**src/rtl/alu_seq_pkg.sv**
```systemverilog
// Shared definitions for alu_seq: mode encodings, flag bit indices,
// FSM state encoding and the flag vector width.
package alu_seq_pkg;

  localparam int unsigned FLAGS_W = 6;
  localparam int unsigned MODE_W  = 4;

  // Flag vector bit order, MSB to LSB: S, Z, H, PV, N, C
  localparam int unsigned F_C  = 0;
  localparam int unsigned F_N  = 1;
  localparam int unsigned F_PV = 2;
  localparam int unsigned F_H  = 3;
  localparam int unsigned F_Z  = 4;
  localparam int unsigned F_S  = 5;

  typedef enum logic [MODE_W-1:0] {
    MODE_ADD = 4'd0,
    MODE_ADC = 4'd1,
    MODE_SUB = 4'd2,
    MODE_SBC = 4'd3,
    MODE_AND = 4'd4,
    MODE_OR  = 4'd5,
    MODE_XOR = 4'd6,
    MODE_CP  = 4'd7,
    MODE_MUL = 4'd8,
    MODE_DIV = 4'd9
  } mode_e;

  typedef enum logic [1:0] {
    ST_IDLE = 2'd0,
    ST_ITER = 2'd1,
    ST_HOLD = 2'd2
  } state_e;

  // Even parity: 1 when the byte holds an even number of ones
  function automatic logic even_par8(input logic [7:0] v);
    return ~(^v);
  endfunction

endpackage

```
**src/rtl/alu_seq_if.sv**
```systemverilog
// Request/result handshake bundle for alu_seq.
interface alu_seq_if #(
  parameter int unsigned WIDTH   = 16,
  parameter int unsigned FLAGS_W = alu_seq_pkg::FLAGS_W
);
  import alu_seq_pkg::*;

  logic                in_valid;
  logic                in_ready;
  logic [MODE_W-1:0]   mode;
  logic [WIDTH-1:0]    op_a;
  logic [WIDTH-1:0]    op_b;
  logic [FLAGS_W-1:0]  flags_in;
  logic                out_valid;
  logic                out_ready;
  logic [WIDTH-1:0]    result_lo;
  logic [WIDTH-1:0]    result_hi;
  logic [FLAGS_W-1:0]  flags_out;

  modport master (
    output in_valid, mode, op_a, op_b, flags_in, out_ready,
    input  in_ready, out_valid, result_lo, result_hi, flags_out
  );

  modport slave (
    input  in_valid, mode, op_a, op_b, flags_in, out_ready,
    output in_ready, out_valid, result_lo, result_hi, flags_out
  );

endinterface

```
**src/rtl/alu_seq_muldiv.sv**
```systemverilog
// Iterative unsigned multiply (shift-add) / divide (restoring), one bit per
// cycle, WIDTH steps after start. The next-step values are exposed
// combinationally so the caller can capture the final result on the last step.
module alu_seq_muldiv #(
  parameter int unsigned WIDTH = 16
) (
  input  logic             clk,
  input  logic             reset_n,
  input  logic             i_start,
  input  logic             i_is_div,
  input  logic [WIDTH-1:0] i_a,
  input  logic [WIDTH-1:0] i_b,
  output logic             o_done_c,
  output logic [WIDTH-1:0] o_lo_c,
  output logic [WIDTH-1:0] o_hi_c
);
  import alu_seq_pkg::*;

  localparam int unsigned CNT_W = $clog2(WIDTH) + 1;

  logic             r_busy;
  logic             r_div;
  logic [CNT_W-1:0] r_cnt;
  logic [WIDTH-1:0] r_hi;
  logic [WIDTH-1:0] r_lo;
  logic [WIDTH-1:0] r_b;

  logic [WIDTH:0]   w_add;
  logic [WIDTH:0]   w_sh;
  logic [WIDTH:0]   w_diff;
  logic             w_ge;
  logic [WIDTH-1:0] w_hi_nxt;
  logic [WIDTH-1:0] w_lo_nxt;

  // One iteration step: hi/lo form the partial product or remainder/quotient
  always_comb begin
    w_add  = {1'b0, r_hi} + (r_lo[0] ? {1'b0, r_b} : '0);
    w_sh   = {r_hi, r_lo[WIDTH-1]};
    w_diff = w_sh - {1'b0, r_b};
    w_ge   = ~w_diff[WIDTH];
    if (r_div) begin
      w_hi_nxt = w_ge ? w_diff[WIDTH-1:0] : w_sh[WIDTH-1:0];
      w_lo_nxt = {r_lo[WIDTH-2:0], w_ge};
    end else begin
      w_hi_nxt = w_add[WIDTH:1];
      w_lo_nxt = {w_add[0], r_lo[WIDTH-1:1]};
    end
  end

  assign o_done_c = r_busy && (r_cnt == CNT_W'(WIDTH - 1));
  assign o_lo_c   = w_lo_nxt;
  assign o_hi_c   = w_hi_nxt;

  // Operand load on start, then WIDTH iteration steps
  always_ff @(posedge clk or negedge reset_n) begin
    if (!reset_n) begin
      r_busy <= 1'b0;
      r_div  <= 1'b0;
      r_cnt  <= '0;
      r_hi   <= '0;
      r_lo   <= '0;
      r_b    <= '0;
    end else if (i_start) begin
      r_busy <= 1'b1;
      r_div  <= i_is_div;
      r_cnt  <= '0;
      r_hi   <= '0;
      r_lo   <= i_a;
      r_b    <= i_b;
    end else if (r_busy) begin
      r_hi  <= w_hi_nxt;
      r_lo  <= w_lo_nxt;
      r_cnt <= r_cnt + CNT_W'(1);
      if (o_done_c) begin
        r_busy <= 1'b0;
        r_cnt  <= '0;
      end
    end
  end

endmodule

```
**src/rtl/alu_seq.sv**
```systemverilog
// Sequential ALU with valid/ready handshake. Add/sub/logic/compare complete
// in one cycle; MUL/DIV iterate one bit per cycle when ALU_SEQ_MULDIV_EN is
// defined, otherwise they behave as unused modes (result = op_a, flags pass).
module alu_seq #(
  parameter int unsigned WIDTH   = 16,
  parameter int unsigned FLAGS_W = alu_seq_pkg::FLAGS_W
) (
  input  logic     clk,
  input  logic     reset_n,
  alu_seq_if.slave bus
);
  import alu_seq_pkg::*;

  state_e              r_state;
  logic                r_in_ready;
  logic                r_out_valid;
  logic [WIDTH-1:0]    r_lo;
  logic [WIDTH-1:0]    r_hi;
  logic [FLAGS_W-1:0]  r_flags;

  logic                w_accept;
  logic                w_sub;
  logic                w_cin;
  logic [WIDTH-1:0]    w_bx;
  logic [WIDTH:0]      w_sum;
  logic [WIDTH-1:0]    w_logic;
  logic [WIDTH-1:0]    w_lo1;
  logic [WIDTH-1:0]    w_hi1;
  logic [FLAGS_W-1:0]  w_fl1;
  logic                w_iter_req;

  assign w_accept = r_in_ready && bus.in_valid;

  // Add/sub operand conditioning: subtract adds ~op_b with inverted borrow-in
  always_comb begin
    w_sub = (bus.mode == MODE_SUB) || (bus.mode == MODE_SBC) || (bus.mode == MODE_CP);
    case (bus.mode)
      MODE_ADC:          w_cin = bus.flags_in[F_C];
      MODE_SUB, MODE_CP: w_cin = 1'b1;
      MODE_SBC:          w_cin = ~bus.flags_in[F_C];
      default:           w_cin = 1'b0;
    endcase
    w_bx  = w_sub ? ~bus.op_b : bus.op_b;
    w_sum = {1'b0, bus.op_a} + {1'b0, w_bx} + (WIDTH+1)'(w_cin);
  end

  // Single-cycle result and flags, computed from the request at acceptance
  always_comb begin
    w_lo1   = '0;
    w_hi1   = '0;
    w_fl1   = '0;
    w_logic = '0;
    case (bus.mode)
      MODE_ADD, MODE_ADC, MODE_SUB, MODE_SBC, MODE_CP: begin
        w_lo1        = (bus.mode == MODE_CP) ? bus.op_a : w_sum[WIDTH-1:0];
        w_fl1[F_S]   = w_sum[WIDTH-1];
        w_fl1[F_Z]   = (w_sum[WIDTH-1:0] == '0);
        // carry into bit 4 recovered from the sum bit
        w_fl1[F_H]   = (bus.op_a[4] ^ w_bx[4] ^ w_sum[4]) ^ w_sub;
        w_fl1[F_PV]  = (bus.op_a[WIDTH-1] == w_bx[WIDTH-1]) &&
                       (w_sum[WIDTH-1] != bus.op_a[WIDTH-1]);
        w_fl1[F_N]   = w_sub;
        w_fl1[F_C]   = w_sum[WIDTH] ^ w_sub;
      end
      MODE_AND, MODE_OR, MODE_XOR: begin
        if (bus.mode == MODE_AND)     w_logic = bus.op_a & bus.op_b;
        else if (bus.mode == MODE_OR) w_logic = bus.op_a | bus.op_b;
        else                          w_logic = bus.op_a ^ bus.op_b;
        w_lo1       = w_logic;
        w_fl1[F_S]  = w_logic[WIDTH-1];
        w_fl1[F_Z]  = (w_logic == '0);
        w_fl1[F_H]  = (bus.mode == MODE_AND);
        w_fl1[F_PV] = even_par8(w_logic[7:0]);
      end
`ifdef ALU_SEQ_MULDIV_EN
      MODE_DIV: begin
        // only reaches this path on divide-by-zero
        w_lo1       = '1;
        w_hi1       = bus.op_a;
        w_fl1[F_S]  = 1'b1;
        w_fl1[F_N]  = 1'b1;
        w_fl1[F_PV] = 1'b1;
        w_fl1[F_C]  = 1'b1;
      end
      MODE_MUL: w_lo1 = '0;
`endif
      default: begin
        w_lo1 = bus.op_a;
        w_fl1 = bus.flags_in;
      end
    endcase
  end

`ifdef ALU_SEQ_MULDIV_EN
  logic               r_is_div;
  logic               w_md_done;
  logic [WIDTH-1:0]   w_md_lo;
  logic [WIDTH-1:0]   w_md_hi;
  logic [FLAGS_W-1:0] w_fl_md;

  assign w_iter_req = (bus.mode == MODE_MUL) ||
                      ((bus.mode == MODE_DIV) && (bus.op_b != '0));

  alu_seq_muldiv #(.WIDTH(WIDTH)) u_muldiv (
    .clk      (clk),
    .reset_n  (reset_n),
    .i_start  (w_accept && w_iter_req),
    .i_is_div (bus.mode == MODE_DIV),
    .i_a      (bus.op_a),
    .i_b      (bus.op_b),
    .o_done_c (w_md_done),
    .o_lo_c   (w_md_lo),
    .o_hi_c   (w_md_hi)
  );

  // Flags for a completed multiply or divide
  always_comb begin
    w_fl_md = '0;
    if (r_is_div) begin
      w_fl_md[F_Z] = (w_md_lo == '0);
      w_fl_md[F_S] = w_md_lo[WIDTH-1];
      w_fl_md[F_N] = 1'b1;
    end else begin
      w_fl_md[F_Z]  = ({w_md_hi, w_md_lo} == '0);
      w_fl_md[F_C]  = (w_md_hi != '0);
      w_fl_md[F_PV] = (w_md_hi != '0);
      w_fl_md[F_S]  = w_md_hi[WIDTH-1];
    end
  end
`else
  assign w_iter_req = 1'b0;
`endif

  // Control FSM with registered handshake outputs and results
  always_ff @(posedge clk or negedge reset_n) begin
    if (!reset_n) begin
      r_state     <= ST_IDLE;
      r_in_ready  <= 1'b0;
      r_out_valid <= 1'b0;
      r_lo        <= '0;
      r_hi        <= '0;
      r_flags     <= '0;
`ifdef ALU_SEQ_MULDIV_EN
      r_is_div    <= 1'b0;
`endif
    end else begin
      case (r_state)
        ST_IDLE: begin
          r_in_ready <= 1'b1;
          if (w_accept) begin
            r_in_ready <= 1'b0;
`ifdef ALU_SEQ_MULDIV_EN
            r_is_div   <= (bus.mode == MODE_DIV);
`endif
            if (w_iter_req) begin
              r_state <= ST_ITER;
            end else begin
              r_state     <= ST_HOLD;
              r_out_valid <= 1'b1;
              r_lo        <= w_lo1;
              r_hi        <= w_hi1;
              r_flags     <= w_fl1;
            end
          end
        end
        ST_ITER: begin
`ifdef ALU_SEQ_MULDIV_EN
          if (w_md_done) begin
            r_state     <= ST_HOLD;
            r_out_valid <= 1'b1;
            r_lo        <= w_md_lo;
            r_hi        <= w_md_hi;
            r_flags     <= w_fl_md;
          end
`else
          r_state    <= ST_IDLE;
          r_in_ready <= 1'b1;
`endif
        end
        ST_HOLD: begin
          if (bus.out_ready) begin
            r_state     <= ST_IDLE;
            r_out_valid <= 1'b0;
            r_in_ready  <= 1'b1;
          end
        end
        default: begin
          r_state    <= ST_IDLE;
          r_in_ready <= 1'b1;
        end
      endcase
    end
  end

  assign bus.in_ready  = r_in_ready;
  assign bus.out_valid = r_out_valid;
  assign bus.result_lo = r_lo;
  assign bus.result_hi = r_hi;
  assign bus.flags_out = r_flags;

endmodule
```
**src/flat_wrapper.sv**
```systemverilog
// flat-port wrapper written by rule: the top's interface ports become plain ports
module alu_seq_flat import alu_seq_pkg::*;
#(
  parameter int unsigned WIDTH   = 16,
  parameter int unsigned FLAGS_W = alu_seq_pkg::FLAGS_W
)
  (clk, reset_n, bus_in_valid, bus_mode, bus_op_a, bus_op_b, bus_flags_in, bus_out_ready, bus_in_ready, bus_out_valid, bus_result_lo, bus_result_hi, bus_flags_out);
  alu_seq_if #(.WIDTH(WIDTH), .FLAGS_W(FLAGS_W)) bus_i ();
  input  logic clk;
  input  logic reset_n;
  input wire logic [$bits(bus_i.in_valid)-1:0] bus_in_valid;
  input wire logic [$bits(bus_i.mode)-1:0] bus_mode;
  input wire logic [$bits(bus_i.op_a)-1:0] bus_op_a;
  input wire logic [$bits(bus_i.op_b)-1:0] bus_op_b;
  input wire logic [$bits(bus_i.flags_in)-1:0] bus_flags_in;
  input wire logic [$bits(bus_i.out_ready)-1:0] bus_out_ready;
  output wire logic [$bits(bus_i.in_ready)-1:0] bus_in_ready;
  output wire logic [$bits(bus_i.out_valid)-1:0] bus_out_valid;
  output wire logic [$bits(bus_i.result_lo)-1:0] bus_result_lo;
  output wire logic [$bits(bus_i.result_hi)-1:0] bus_result_hi;
  output wire logic [$bits(bus_i.flags_out)-1:0] bus_flags_out;
  assign bus_i.in_valid = bus_in_valid;
  assign bus_i.mode = bus_mode;
  assign bus_i.op_a = bus_op_a;
  assign bus_i.op_b = bus_op_b;
  assign bus_i.flags_in = bus_flags_in;
  assign bus_i.out_ready = bus_out_ready;
  assign bus_in_ready = bus_i.in_ready;
  assign bus_out_valid = bus_i.out_valid;
  assign bus_result_lo = bus_i.result_lo;
  assign bus_result_hi = bus_i.result_hi;
  assign bus_flags_out = bus_i.flags_out;
  alu_seq #(.WIDTH(WIDTH), .FLAGS_W(FLAGS_W)) u_core (.clk(clk), .reset_n(reset_n), .bus(bus_i));
endmodule
```
**config.mk**
```make
export PLATFORM = sky130hd
export DESIGN_NAME = alu_seq_flat
export DESIGN_NICKNAME = d
export VERILOG_FILES = /design/src/rtl/alu_seq_pkg.sv /design/src/rtl/alu_seq_if.sv /design/src/rtl/alu_seq_muldiv.sv /design/src/rtl/alu_seq.sv /design/src/flat_wrapper.sv
export SDC_FILE = /design/constraint.sdc
export NUM_CORES = 1
export LEC_CHECK = 0
export CAP_MARGIN = 10
export CORE_MARGIN = 3
export CORE_UTILIZATION = 40
export CTS_BUF_LIST = sky130_fd_sc_hd__clkbuf_4 sky130_fd_sc_hd__clkbuf_8
export DETAILED_ROUTE_END_ITERATION = 10
export GPL_TIMING_DRIVEN = 0
export PLACE_DENSITY_LB_ADDON = 0.15
export RECOVER_POWER = 50
export SYNTH_ARGS = -nofsm -noshare
export SYNTH_HDL_FRONTEND = slang
export SYNTH_SLANG_ARGS = --single-unit
```
**constraint.sdc**
```tcl
create_clock -name clk -period 5.3 [get_ports clk]
set_clock_uncertainty 0.05 [all_clocks]
set_input_delay 1.06 -clock clk [delete_from_list [all_inputs] [get_ports clk]]
set_output_delay 1.06 -clock clk [all_outputs]
set_load 0.03 [all_outputs]
```
==> results.sh <==
export IMPL_multi_input_area_um2=2690
export IMPL_syn_area_per_cell_um2=7.83
export IMPL_period_share=0.939
export IMPL_synth_most_common_cell="ha_1"
export IMPL_ctsResizeCount=3
export IMPL_drive_above_1_share=0.0911
export IMPL_synth_seq_cells=24
export IMPL_postRouteAntennaNets=0
export IMPL_post_drt_via_cell_ratio=5.52
export IMPL_drv_cap=0
export IMPL_gr_usage_met2=0.389
export IMPL_hold_buffers=0
export IMPL_use_met1=0.279
export IMPL_die_y_um=101
export IMPL_post_cts_buffers=0
export IMPL_clock_sinks=24
export IMPL_hold_path_class="reg -> reg"
export IMPL_layout_area_overhead_vs_synth_pct=25.7
export IMPL_dr_pass1_iters=4
export IMPL_clockRootBuffer="clkbuf_8"
export IMPL_r2r_start="u_core.r_state[1]"
export IMPL_power_leakage_nw=2.02
export IMPL_rsz0062_at_grt="false"
export IMPL_critPathKind="in -> reg"
export IMPL_synth_cell_area_um2=3620
export IMPL_synth_edff_count=0
export IMPL_cts_max_level=1
export IMPL_yosysTopAreaCellShare=0.176
export IMPL_rows=34
export IMPL_initial_core_util=0.413
export IMPL_finalWeightedCongestion=0.928
export IMPL_yosysSeqAreaShare=0.166
export IMPL_critical_path_required_ns=5.46
export IMPL_cts_reportedPaths_clkPinSlew_ns=0.09
export IMPL_hold_path_endpoint="u_core.bus.flags_out[3]"
export IMPL_async_reset_ff_frac=1.00
export IMPL_wl_um=11000
export IMPL_final_core_utilization=0.519
export IMPL_hold_violations=0
export IMPL_dieArea_um2=10200
export IMPL_r2r_slack_ns=2.76
export IMPL_grt_max_degree=25
export IMPL_track_usage=0.218
export IMPL_run_status="finished, final reports clean"
export IMPL_fill_cells=882
export IMPL_tightest_slew_ns=1.18
export IMPL_min_from="u_core.bus.flags_out[3]"
export IMPL_hpwl_um=8930
export IMPL_peakVddDrop_mv=0.220
export IMPL_antenna_found_initial=0
export IMPL_grt_pass1_wl_um=18000
export IMPL_core_um2=8760
export IMPL_fmax_ghz=0.201
export IMPL_cts_buffer_depth=2
export IMPL_cts_tree="done"
export IMPL_die_w_um=101
export IMPL_seq_area_um2=601
export IMPL_crit_path_start_kind="primary input"
export IMPL_gr_usage_met3=0.0242
export IMPL_synthCells=462
export IMPL_io_buffers=68
export IMPL_hold_depth=2
export IMPL_reg2reg_depth=8
export IMPL_wl_per_cell_um=16.8
export IMPL_routed_via_count=3624
export IMPL_synth_warnings=0
export IMPL_pwr_density_cell_nw_per_um2=299
export IMPL_yosys_top_cells_count="51 x ha_1, 45 x nor2_1, 44 x a21oi_1, 44 x inv_1, 24 x dfrtp_1"
export IMPL_synthTopCellsByArea="ha_1 18%, dfrtp_1 17%, a21oi_1 6.1%"
export IMPL_critical_path_arrival_ns=5.13
export IMPL_insertion_delay_ns=0.27
export IMPL_busiest_layer="met2"
export IMPL_finalSetupViolCount=0
export IMPL_diodes=0
export IMPL_num_io_pins=86
export IMPL_final_max_slew_viol_count=0
export IMPL_cts_buffers_inserted=3
export IMPL_first_global_vias=3663
export IMPL_grt_overflow=0
export IMPL_reg2reg_to="u_core.bus.flags_out[4]"
export IMPL_synth_top_area_cell="ha_1"
export IMPL_power_total_w=0.00136
export IMPL_drt_first_iter_violations=180
export IMPL_slew_limit_headroom=0.209
export IMPL_drc=0
export IMPL_crit_fanout=10
export IMPL_period_needed_ns=4.98
export IMPL_fin_nets=650
export IMPL_cp_end_kind="flop"
export IMPL_synth_flop_cell="dfrtp_1"
export IMPL_yosysUniqueCellTypes=70
stage by stage:
step	TNS [ns]	cell area [µm²]	hold WS (ns)	setup slack, ns	std cells
global route	0	4550	0.475	0.0706	657
global placement	-0.623	4490	0.422	-0.258	653
CTS	0	4540	0.446	0.0705	656
floorplan	0	3680	0.604	1.09	477
finish	0	4550	0.435	0.323	657
detailed placement	-0.951	4490	0.427	-0.335	653
state kept, by name, indices dropped and copies added, names as in the netlist:
| name | flops |
|---|---|
| u_core.bus.flags_out | 6 |
| u_core.bus.in_ready | 1 |
| u_core.bus.result_lo | 16 |
| u_core.r_state | 1 |
area by class of cell:
cell class	count	area share
Multi-Input combinational cell	370	0.590
Tap cell	108	0.0297
Buffer	39	0.0523
Timing Repair Buffer	69	0.150
Inverter	44	0.0363
Clock buffer	3	0.00908
Sequential cell	24	0.132
cells in the final DEF, fill, tap and decap left out, types with 16 or more instances in the layout:
cell,instances
a211oi_1,19
a21oi_1,44
buf_4,16
clkdlybuf4s50_1,55
conb_1,16
dfrtp_1,24
ha_1,51
inv_1,44
nand2_1,18
nor2_1,45
xnor2_1,19
how the worst max path moves through the flow:
| stage | startpoint | to | slack (ns) |
|---|---|---|---|
| after floorplan | bus_mode[0] | u_core.bus.flags_out[0] | 1.09 |
| after global placement | bus_mode[3] | u_core.bus.flags_out[4] | -0.26 |
| after detailed placement | bus_mode[3] | u_core.bus.flags_out[4] | -0.34 |
| after CTS | bus_mode[0] | u_core.bus.flags_out[4] | 0.07 |
| after global routing | bus_mode[0] | u_core.bus.flags_out[0] | 0.07 |
| final | bus_mode[0] | u_core.bus.flags_out[4] | 0.32 |
logic make-up (layout without fill, tap and decap cells):
group | after synthesis | after routing | synth area share
muxes | 4 | 4 | 0.0118
DFF | 24 | 24 | 0.166
xor gates and xnor gates | 23 | 23 | 0.0557
other | 1 | 16 | 0.00104
adders and majority gates | 53 | 53 | 0.187
AOI/OAI and AO/OA | 155 | 155 | 0.306
and+or+nand+nor | 119 | 119 | 0.164
buffers and inverters | 83 | 155 | 0.108
report_power, final:
part / leakage [nW] / internal [W] / switching, W / total, W
clock: 0.0216 / 0.0000510 / 0.0000606 / 0.000112
combinational: 1.72 / 0.000379 / 0.000550 / 0.000930
sequential: 0.275 / 0.000271 / 0.0000488 / 0.000320
per-layer routing:
| metal | wire length (µm) | vias to the layer above |
|---|---|---|
| li1 | - | 1816 |
| met1 | 4690 | 1702 |
| met2 | 5480 | 89 |
| met3 | 583 | 17 |
| met4 | 257 | 0 |
| met5 | 0 | - |
worst max-delay path: stages:
cell,delay [ns]
clkdlybuf4s50_1,0.46
clkbuf_2,0.23
nand2b_1,0.21
nand3b_1,0.08
buf_2,0.30
clkdlybuf4s15_2,0.51
xnor2_1,0.12
ha_1,0.39
o21ai_2,0.15
a21oi_1,0.32
and3_1,0.25
o2111ai_1,0.13
a2111oi_1,0.56
nand4_1,0.20
o21ai_2,0.16
(Power assumes the default switching activity.)
==> edit, RTL diff (same flow settings) <==
`FLAGS_W`: 6 -> 12.
--- a/src/rtl/alu_seq_pkg.sv
+++ b/src/rtl/alu_seq_pkg.sv
@@ -3,5 +3,5 @@
 package alu_seq_pkg;
 
-  localparam int unsigned FLAGS_W = 6;
+  localparam int unsigned FLAGS_W = 12;
   localparam int unsigned MODE_W  = 4;
 
Interface: changed (resized bus_flags_in and bus_flags_out); port bits go from 86 to 98. No check against the original RTL was run, so the function may have changed too.
==> edit against the original RTL <==
- hold slack worse by 0.021 ns
- design area grew 5.4%
- power rose by 20%
- synthesized cell count increased by 1.9%
- area after synthesis is 2.2% higher
- critical path type unchanged
- setup slack got worse by 0.048 ns
- largest cell class unchanged
- cell count is 3.7% higher
- critical path depth did not move
- sequential cell count grew 6
- count of clock-buffer cells in the layout grew 2
- routed wire length rose by 5.0%
==> edit: results (changes against the original RTL) <==
Avg WL per Cell=17.0 um (was 16.8 um); Met1 Wirelength=5200 um (was 4690 um); final worst slack=0.275 ns (was 0.323 ns); met2 WL post-DR=5510 um (was 5480 um); placed standard-cell area=4710 um2 (was 4490 um2); CP max FO=19 (was 10); Vias=3715 (was 3624); Port Buf Inserts=80 (was 68); GRT met3 Usage=0.0314 (was 0.0242); post-CTS sizing=1 (was 3); Detailed Place HPWL=9510 um (was 8930 um); dpl cells=675 (was 653); total CTS buffers=5 (was 3); hold path start=u_core.bus.flags_out[9] (was u_core.bus.flags_out[3]); Clk pwr share=0.140 (was 0.082); Yosys cell types=71 (was 70); Worst Path Arrival=5.20 ns (was 5.13 ns); Pre-Repair DR Iteration Count=5 (was 4); leak pwr=2.20 nW (was 2.02 nW); Crit path max-delay family=simple AND/OR/NAND/NOR gates (was buffers and inverters); Crit-path slowest cell=clkdlybuf4s50_1 (was a2111oi_1); vias per inst=5.46 (was 5.52); Switching Share=0.466 (was 0.485); status=finished clean (unchanged); Initial DRC Count=143 (was 180); setup slack, reg-to-reg=3.38 ns (was 2.76 ns); slew at the pin closest to its max-slew limit=0.870 ns (was 1.18 ns); worst hold margin=0.414 ns (was 0.435 ns); first-pass GRT wire length=17700 um (was 18000 um); clk slew on worst S/H paths=0.07 ns (was 0.09 ns); GR Util met1=0.296 (was 0.279); slowest cell delay on critical path=0.51 ns (was 0.56 ns); pin count of the biggest net entering global routing=20 (was 25); routability cong.=0.931 (was 0.928); GRT Total Usage=0.216 (was 0.218); R2R cell count=7 (was 8); largest cells by area after synthesis=dfrtp_1 20%, ha_1 17%, xnor2_1 5.2% (was ha_1 18%, dfrtp_1 17%, a21oi_1 6.1%); H-tree levels=2 (was 1); Post-Syn Instances=471 (was 462); Internal=0.000875 W (was 0.000701 W); Worst VDD drop=0.314 mV (was 0.220 mV); GR Util met2=0.359 (was 0.389); sequential area share after synthesis=0.203 (was 0.166); Comb power=0.00102 W (was 0.000930 W); vias in the first global route=3452 (was 3663)
edit: cell types whose count changed in the layout (fill, tap and decap cells not counted), moves of 5 or more:
cell,before,now
o21ai_0,13,29
o221ai_1,7,2
nand3_1,9,14
a21oi_1,44,26
a221oi_1,3,11
nand2_1,18,43
dfrtp_1,24,30
clkdlybuf4s50_1,55,65
o22ai_1,0,6
o31ai_1,6,1
o21ai_1,8,1
o21a_1,9,4
nand3b_1,5,0
edit: kinds of logic after synthesis:
logic type,count (synthesis),synth area share
compound gates,138,0.263
xor+xnor,27,0.0639
fa+ha+maj,53,0.183
buf+inv,81,0.105
flops,30,0.203
mux,2,0.00609
other cells,1,0.00101
simple gates,139,0.175
edit: area by class of cell:
type	instances	area, um2
Timing Repair Buffer	81	805
Buffer	38	220
Fill cell	885	4050
Sequential cell	30	751
Clock buffer	5	68.8
Tap cell	108	135
Clock inverter	3	40.0
Inverter	41	154
Multi-Input combinational cell	375	2620
